File: config.mk
export PLATFORM = sky130hd
export DESIGN_NAME = cbus_arbiter
export DESIGN_NICKNAME = d
export VERILOG_FILES = /design/src/rtl/cbus_arbiter.sv
export SDC_FILE = /design/constraint.sdc
export NUM_CORES = 1
export LEC_CHECK = 0
export CORE_AREA = 3 3 198 200
export CTS_CLUSTER_SIZE = 24
export DETAILED_ROUTE_END_ITERATION = 10
export DIE_AREA = 0 0 201 203
export HOLD_SLACK_MARGIN = 0.12
export PLACE_DENSITY_LB_ADDON = 0.15
export SYNTH_ARGS = -nofsm -noshare
export SYNTH_HDL_FRONTEND = slang
export SYNTH_SLANG_ARGS = --single-unit
File: constraint.sdc
create_clock -name clk -period 2.3 [get_ports clk]
set_input_delay 0.575 -clock clk [delete_from_list [all_inputs] [get_ports clk]]
set_output_delay 0.575 -clock clk [all_outputs]
set_load 0.005 [all_outputs]
File: src/rtl/cbus_arbiter.sv
// Two-requester (ibus/dbus) arbiter onto the single core bus, with stall outputs for the hazard unit.
// Optional macro CBUS_ARB_RR_EN: round-robin between simultaneous requests (default: dbus always wins).
module cbus_arbiter #(
    parameter int ADDR_W = 64,
    parameter int DATA_W = 64
) (
    input  logic                clk,
    input  logic                resetn,
    // instruction-fetch port
    input  logic                i_req_valid,
    input  logic [ADDR_W-1:0]   i_req_addr,
    output logic                i_data_ok,
    output logic [31:0]         i_data,
    // data port
    input  logic                d_req_valid,
    input  logic                d_req_write,
    input  logic [2:0]          d_req_size,
    input  logic [ADDR_W-1:0]   d_req_addr,
    input  logic [DATA_W/8-1:0] d_req_strobe,
    input  logic [DATA_W-1:0]   d_req_wdata,
    output logic                d_data_ok,
    output logic [DATA_W-1:0]   d_data,
    // core bus
    output logic                creq_valid,
    output logic                creq_write,
    output logic [2:0]          creq_size,
    output logic [ADDR_W-1:0]   creq_addr,
    output logic [DATA_W/8-1:0] creq_strobe,
    output logic [DATA_W-1:0]   creq_wdata,
    input  logic                cresp_ready,
    input  logic                cresp_last,
    input  logic [DATA_W-1:0]   cresp_data,
    // stalls to hazard unit
    output logic                i_wait,
    output logic                d_wait
);

    localparam int STRB_W = DATA_W / 8;

    typedef enum logic [1:0] {
        ST_IDLE    = 2'd0,
        ST_GRANT_I = 2'd1,
        ST_GRANT_D = 2'd2
    } state_t;

    state_t              r_state;
    state_t              w_state_next;
    logic                r_creq_valid;
    logic                r_creq_write;
    logic [2:0]          r_creq_size;
    logic [ADDR_W-1:0]   r_creq_addr;
    logic [STRB_W-1:0]   r_creq_strobe;
    logic [DATA_W-1:0]   r_creq_wdata;

    logic w_last;
    logic w_any_req;
    logic w_favour_d;
    logic w_pick_d;
    logic w_load;

    assign w_last    = cresp_ready && cresp_last;
    assign w_any_req = i_req_valid || d_req_valid;
    assign w_pick_d  = d_req_valid && (!i_req_valid || w_favour_d);
    assign w_load    = (r_state == ST_IDLE) && w_any_req;

`ifdef CBUS_ARB_RR_EN
    logic r_favour_d;

    // After every grant the other requester gets precedence on the next tie.
    always_ff @(posedge clk or negedge resetn) begin
        if (!resetn) begin
            r_favour_d <= 1'b1;
        end else if (w_load) begin
            r_favour_d <= !w_pick_d;
        end
    end

    assign w_favour_d = r_favour_d;
`else
    assign w_favour_d = 1'b1;
`endif

    // NOTE: every signal gets a default before the case so no path leaves it unassigned (no latch).
    always_comb begin
        w_state_next = r_state;
        unique case (r_state)
            ST_IDLE: begin
                if (w_any_req) begin
                    w_state_next = w_pick_d ? ST_GRANT_D : ST_GRANT_I;
                end
            end
            ST_GRANT_I, ST_GRANT_D: begin
                if (w_last) begin
                    w_state_next = ST_IDLE;
                end
            end
            default: w_state_next = ST_IDLE;
        endcase
    end

    // NOTE: state and request register use non-blocking assignments so all flops update together.
    // NOTE: the request register is reset as well, because its contents drive creq_* directly.
    always_ff @(posedge clk or negedge resetn) begin
        if (!resetn) begin
            r_state       <= ST_IDLE;
            r_creq_valid  <= 1'b0;
            r_creq_write  <= 1'b0;
            r_creq_size   <= 3'd0;
            r_creq_addr   <= '0;
            r_creq_strobe <= '0;
            r_creq_wdata  <= '0;
        end else begin
            r_state      <= w_state_next;
            r_creq_valid <= (w_state_next != ST_IDLE);
            if (w_load) begin
                if (w_pick_d) begin
                    r_creq_write  <= d_req_write;
                    r_creq_size   <= d_req_size;
                    r_creq_addr   <= d_req_addr;
                    r_creq_strobe <= d_req_strobe;
                    r_creq_wdata  <= d_req_wdata;
                end else begin
                    // fetches are always 4-byte reads
                    r_creq_write  <= 1'b0;
                    r_creq_size   <= 3'd2;
                    r_creq_addr   <= i_req_addr;
                    r_creq_strobe <= '0;
                    r_creq_wdata  <= '0;
                end
            end
        end
    end

    assign creq_valid  = r_creq_valid;
    assign creq_write  = r_creq_write;
    assign creq_size   = r_creq_size;
    assign creq_addr   = r_creq_addr;
    assign creq_strobe = r_creq_strobe;
    assign creq_wdata  = r_creq_wdata;

    assign i_data_ok = (r_state == ST_GRANT_I) && w_last;
    assign d_data_ok = (r_state == ST_GRANT_D) && w_last;
    assign i_data    = i_data_ok ? cresp_data[31:0] : 32'd0;
    assign d_data    = d_data_ok ? cresp_data : '0;

    // Stalls are held low while in reset so every output reads 0 then.
    assign i_wait = resetn && i_req_valid && !i_data_ok;
    assign d_wait = resetn && d_req_valid && !d_data_ok;

endmodule
# --- Word level (Yosys, flattened, before mapping) ---
# Cells that the tools add are included.
word_totals:
  word_cells: 34
  regBits: 143
  output_inout_bits: 241
classes:
  muxes: 11
  eq_ne: 2
  reduce_logical: 14
op_table:
  columns: ["operator", "count"]
  rows:
  - ["two-way mux 64 bit", 3]
  - ["two-way mux 32 bit", 1]
  - ["logical AND 1 bit", 8]
  - ["two-way mux 8 bit", 1]
  - ["two-way mux 2 bit", 3]
  - ["one-hot mux 2 bit (2 select lines)", 1]
  - ["two-way mux 3 bit", 1]
  - ["== test 2 x 1 -> 1 bit, second input constant", 1]
  - ["== test 2 bit, second input constant", 1]
  - ["logical NOT 1 bit", 2]
  - ["logical NOT 2 bit", 1]
  - ["nonzero test 2 bit", 1]
  - ["OR reduction 2 bit", 1]
  - ["logical OR 1 bit", 1]
  - ["two-way mux 1 bit", 1]

# --- Longest topological paths before layout ---
logic_depth:
  ltp_word: 4
  depth_mapped: 8
  ltp_nobuf: 5

# --- Worst setup path after synthesis ---
# Ideal clock, no wire load.
synth_timing:
  path_type: "reg-to-output"
  from: "register r_state[0]"
  to: "output d_data[15]"
  setup_slack_ns: 0.370
  stages_incl_launch_ff: 7
  required_ns: 1.725
  n_path_buf: 2
  arrival_ns: 1.355
  cell_sequence: "dfrtp_1 -> inv_1 -> ha_1 -> and3_1 -> buf_1 -> clkbuf_1 -> and2_1"
synth_between:
  elab_chain_cells: 3
synth_rtl:
  columns: ["item", "line_no", "source"]
  rows:
  - ["start, declared", "46", "state_t r_state;"]
  - ["start signal, assigned", "113", "r_state <= w_state_next;"]
  - ["== test 2 bit", "142", "assign d_data_ok = (r_state == ST_GRANT_D) && w_last;"]
  - ["logical AND 1 bit", "142", null]
  - ["two-way mux 64 bit", "144", "assign d_data = d_data_ok ? cresp_data : '0;"]
  - ["end, declared", "22", "output logic [DATA_W-1:0] d_data,"]
# Every way passes these cells.

# --- Final worst setup path ---
layout_timing:
  from: "register r_state[1]"
  to: "output d_data[41]"
# Same word-level chain as after synthesis.

==> results by group <==
Routing
  – Detail Route Antenna Nets: 0
  – Number of DRC markers in iteration 0: 179
  – Total number of vias: 6554
  – Drt pass-1 iters: 4
  – Detailed-route wire length: 31.6 mm
  – Routed len/inst: 19.1 um
  – DR vias/cell: 3.96
  – DRC violations left: 0

Placed design
  – Inst Count DP: 1590
  – Count of input and output buffers: 514
  – Weighted congestion reported at the end of routability-driven placement: 0.810
  – DP Worst Slack: -687 ps
  – Cell Area, Placed: 0.0124 mm2
  – Half-perimeter wire length after placement: 23.4 mm

Yosys
  – Synth top area share: 54.6%
  – Cell area after synthesis: 0.00655 mm2
  – Total nets after synthesis: 866
  – Xor and xnor fraction of the mapped netlist area: 0%
  – Syn Area/Cell: 11.1 um2
  – Share of synthesized area occupied by flip-flops and latches: 54.6%
  – Multiplexer area fraction after synthesis: 9.78%
  – Flip-flop and latch count after synthesis: 143
  – Synth top area cells: sky130_fd_sc_hd__dfrtp_1, sky130_fd_sc_hd__a22o_1, sky130_fd_sc_hd__mux2i_1, sky130_fd_sc_hd__and2_1, sky130_fd_sc_hd__o21ai_1
  – Compound-Gate Fraction of Synth Area: 15.9%
  – Adder and majority gate portion of the synthesized area: 0.764%
  – Synth warn: 0
  – Combinational family with the most area after synthesis: compound AO/OA/AOI/OAI gates
  – Count of mapped cells out of synthesis: 588
  – Post-synth cell types: 24
  – Simple logic cell fraction of the synthesized area: 13.9%
  – Post-synth top area cell: sky130_fd_sc_hd__dfrtp_1

Critical path
  – Family of cells with the greatest summed delay on the critical path: buffers and inverters
  – Data required time at the worst endpoint: 1730 ps
  – CP endpoint: d_data[41]
  – Startpoint of the lowest-slack register-to-register path: r_state[1]
  – Peak fanout along the critical path: 7
  – Setup slack on the worst flop-to-flop path: 340 ps
  – Buffers plus inverters on the worst setup path: 5
  – Category of the worst setup path launch point: flop
  – Endpoint kind of the worst setup timing path: output port
  – Crit path largest cell delay: 420 ps
  – Path length in cells of the critical path: 8
  – Startpoint of the most critical setup path: r_state[1]
  – Critical Path AT: 1930 ps
  – Depth of the worst register-to-register path: 6
  – Sequence of cells on the critical path: buf_6 -> ha_4 -> and3_4 -> buf_12 -> buf_16 -> buf_6 -> and2_4 -> buf_6
  – Critical Path Most Common Cell: sky130_fd_sc_hd__buf_6
  – Type of the worst setup path: reg2out
  – Destination of the worst register-to-register timing path: creq_wdata[35]
  – Slowest stage cell, crit path: sky130_fd_sc_hd__dfrtp_1

Timing
  – Number of hold violations in the final report: 0
  – Setup-violating endpoint count in the final report: 98
  – Layout Skew: 10.3 ps
  – Worst-Margin Slew: 791 ps
  – Final total negative setup slack: -9500 ps
  – FMAX: 400 MHz
  – RSZ-0062 raised after global routing: true
  – Setup ws final: -201 ps
  – Tcrit/Tclk final: 109%
  – Post-layout min period: 2500 ps
  – Number of max-slew violations in the final report: 0
  – Slew margin rel.: 47.3%

Power and ir drop
  – Final Power: 14.0 mW
  – Total leakage power: 6.06 nW
  – Highest ir drop seen on vdd: 0.463 mV
  – Cell Pwr Density: 1030 mW/mm2

Global route
  – Initial antenna violation count: 1
  – Wire length of the first global-routing pass: 45.5 mm
  – Largest net degree at the start of global routing: 137
  – Vias in the first global route: 6870
  – Grt total ovfl: 0
  – GRT Resource Usage Total: 14.8%

Floorplan
  – Number of top-level design ports: 515
  – Floorplan row count: 71
  – Die extent in y: 203 um
  – Placeable core area: 0.0376 mm2
  – Starting Density: 17.4%
  – DIE AREA: 0.0408 mm2
  – Width of the die: 201 um

Cells and area
  – Post-layout nets: 1409
  – Non-filler cells, final: 1655
  – Synth-to-layout area growth: 109%
  – Design area: 0.0137 mm2
  – Fraction of layout instances using a drive strength above 1: 24.6%
  – # fillers: 3811

Run
  – Max Cap Violations: 0

Clocking
  – Clock sink count: 143
  – Clock transition at the registers of the reported paths: 60 ps
  – Clock tree from TritonCTS: built
  – Skew-Pair Late Insertion Delay: 420 ps
  – Clock root cell: sky130_fd_sc_hd__clkbuf_16
  – Maximum clock path buffer count: 2
  – Number of buffers inserted during clock tree synthesis: 17
  – Total number of H-tree levels: 4

Hold path
  – Min-Delay Path Class: reg2reg

Status
  – Violated checks: negative setup slack
  – Status: finished with violations
==> cell type report <==
cell class / count / area (um2) / share of cell area (%)
Clock buffer: 18 / 439 / 3.21
Sequential cell: 143 / 3580 / 26.2
Multi-Input combinational cell: 389 / 2890 / 21.1
Timing Repair Buffer: 574 / 5960 / 43.5
Tap cell: 511 / 639 / 4.67
Inverter: 6 / 22.5 / 0.165
Clock inverter: 13 / 151 / 1.11
Antenna cell: 1 / 2.50 / 0.0183
==> tightest hold or removal path, cell delays in order (launching register included) <==
cell and delay (ps):
sky130_fd_sc_hd__dfrtp_1 340, sky130_fd_sc_hd__nand2_1 50, sky130_fd_sc_hd__o21ai_1 60
==> worst min-delay path by stage <==
stage | depth (start not counted) | endpoint | slack (ps) | startpoint
6_report | 2 | creq_addr[24] | 480 | creq_addr[24]
5_1_grt | 1 | creq_wdata[62] | 510 | creq_wdata[62]
4_1_cts | 2 | creq_addr[43] | 480 | creq_addr[43]
3_5_place_dp | 1 | creq_addr[36] | 400 | resetn
3_3_place_gp | 1 | creq_addr[36] | 400 | resetn
2_1_floorplan | 0 | creq_addr[0] | 280 | resetn
==> registers in the layout (all words and copies together) (netlist names) <==
name	flops
creq_addr	64
creq_wdata	64
creq_strobe	8
creq_size	3
r_state	2
creq_valid	1
creq_write	1
==> routing by layer <==
metal	routed length [um]	share of wire (%)	global-route usage, %	vias up
met5	0	0	0	-
met1	10800	34	14.7	3088
met3	2100	6.6	4.06	34
met2	17700	56	29.6	304
li1	-	-	-	3128
met4	896	2.8	4.84	0
==> repair_timing <==
item / 4_1_cts / 5_1_grt
pin swaps: 33 / 12
cloned: 9 / 1
buffers inserted: 17 / 9
endpoints found under the hold margin: 7 / 0
resized for setup: 424 / 143
hold buffers: 1 / 0
setup endpoints to repair: 100 / 100
==> Yosys cell counts <==
library cell,number
sky130_fd_sc_hd__a21boi_0,1
sky130_fd_sc_hd__o21ai_1,59
sky130_fd_sc_hd__and3b_1,1
sky130_fd_sc_hd__and2_1,97
sky130_fd_sc_hd__buf_2,21
sky130_fd_sc_hd__a22oi_1,1
sky130_fd_sc_hd__clkbuf_1,14
sky130_fd_sc_hd__mux2i_1,64
sky130_fd_sc_hd__o21ai_4,1
sky130_fd_sc_hd__buf_6,12
sky130_fd_sc_hd__o221ai_1,1
sky130_fd_sc_hd__a21oi_1,4
sky130_fd_sc_hd__o21ai_0,6
sky130_fd_sc_hd__nand2b_1,1
sky130_fd_sc_hd__nor3_2,1
sky130_fd_sc_hd__inv_1,6
sky130_fd_sc_hd__dfrtp_1,143
sky130_fd_sc_hd__and3_1,2
sky130_fd_sc_hd__nor2_1,4
sky130_fd_sc_hd__buf_4,1
sky130_fd_sc_hd__a22o_1,75
sky130_fd_sc_hd__ha_1,4
sky130_fd_sc_hd__buf_1,2
sky130_fd_sc_hd__nand2_1,67
==> where the power goes <==
group	internal, mW	switching, mW	leakage (nW)
clock	1.64	1.18	0.276
combinational	4.15	2.76	3.99
sequential	3.68	0.619	1.78
total	9.46	4.56	6.06
==> placed cells by master, fill, tap and decap left out, drive strengths merged, types with 11 or more instances in the layout <==
cell,count
a22o,75
clkbuf,38
nand2,67
inv,11
clkdlybuf4s50,410
dfrtp,143
buf,141
o21ai,66
and2,97
mux2i,64
==> logic make-up after synthesis <==
family                   Yosys count
multiplexers                      64
flip-flops                       143
AO/OA/AOI/OAI                    148
AND/OR/NAND/NOR                  173
buffers and inverters             56
adder cells (fa/ha/maj)            4
==> per-stage QoR <==
stage                     utilization, %  hold slack (ps)
after global routing                36.4              508
after floorplan                        -              279
after global placement              33.0              401
final                               36.4              478
after detailed placement            33.0              401
after CTS                           35.8              485
No activity file was read; power rests on OpenSTA's default activity.
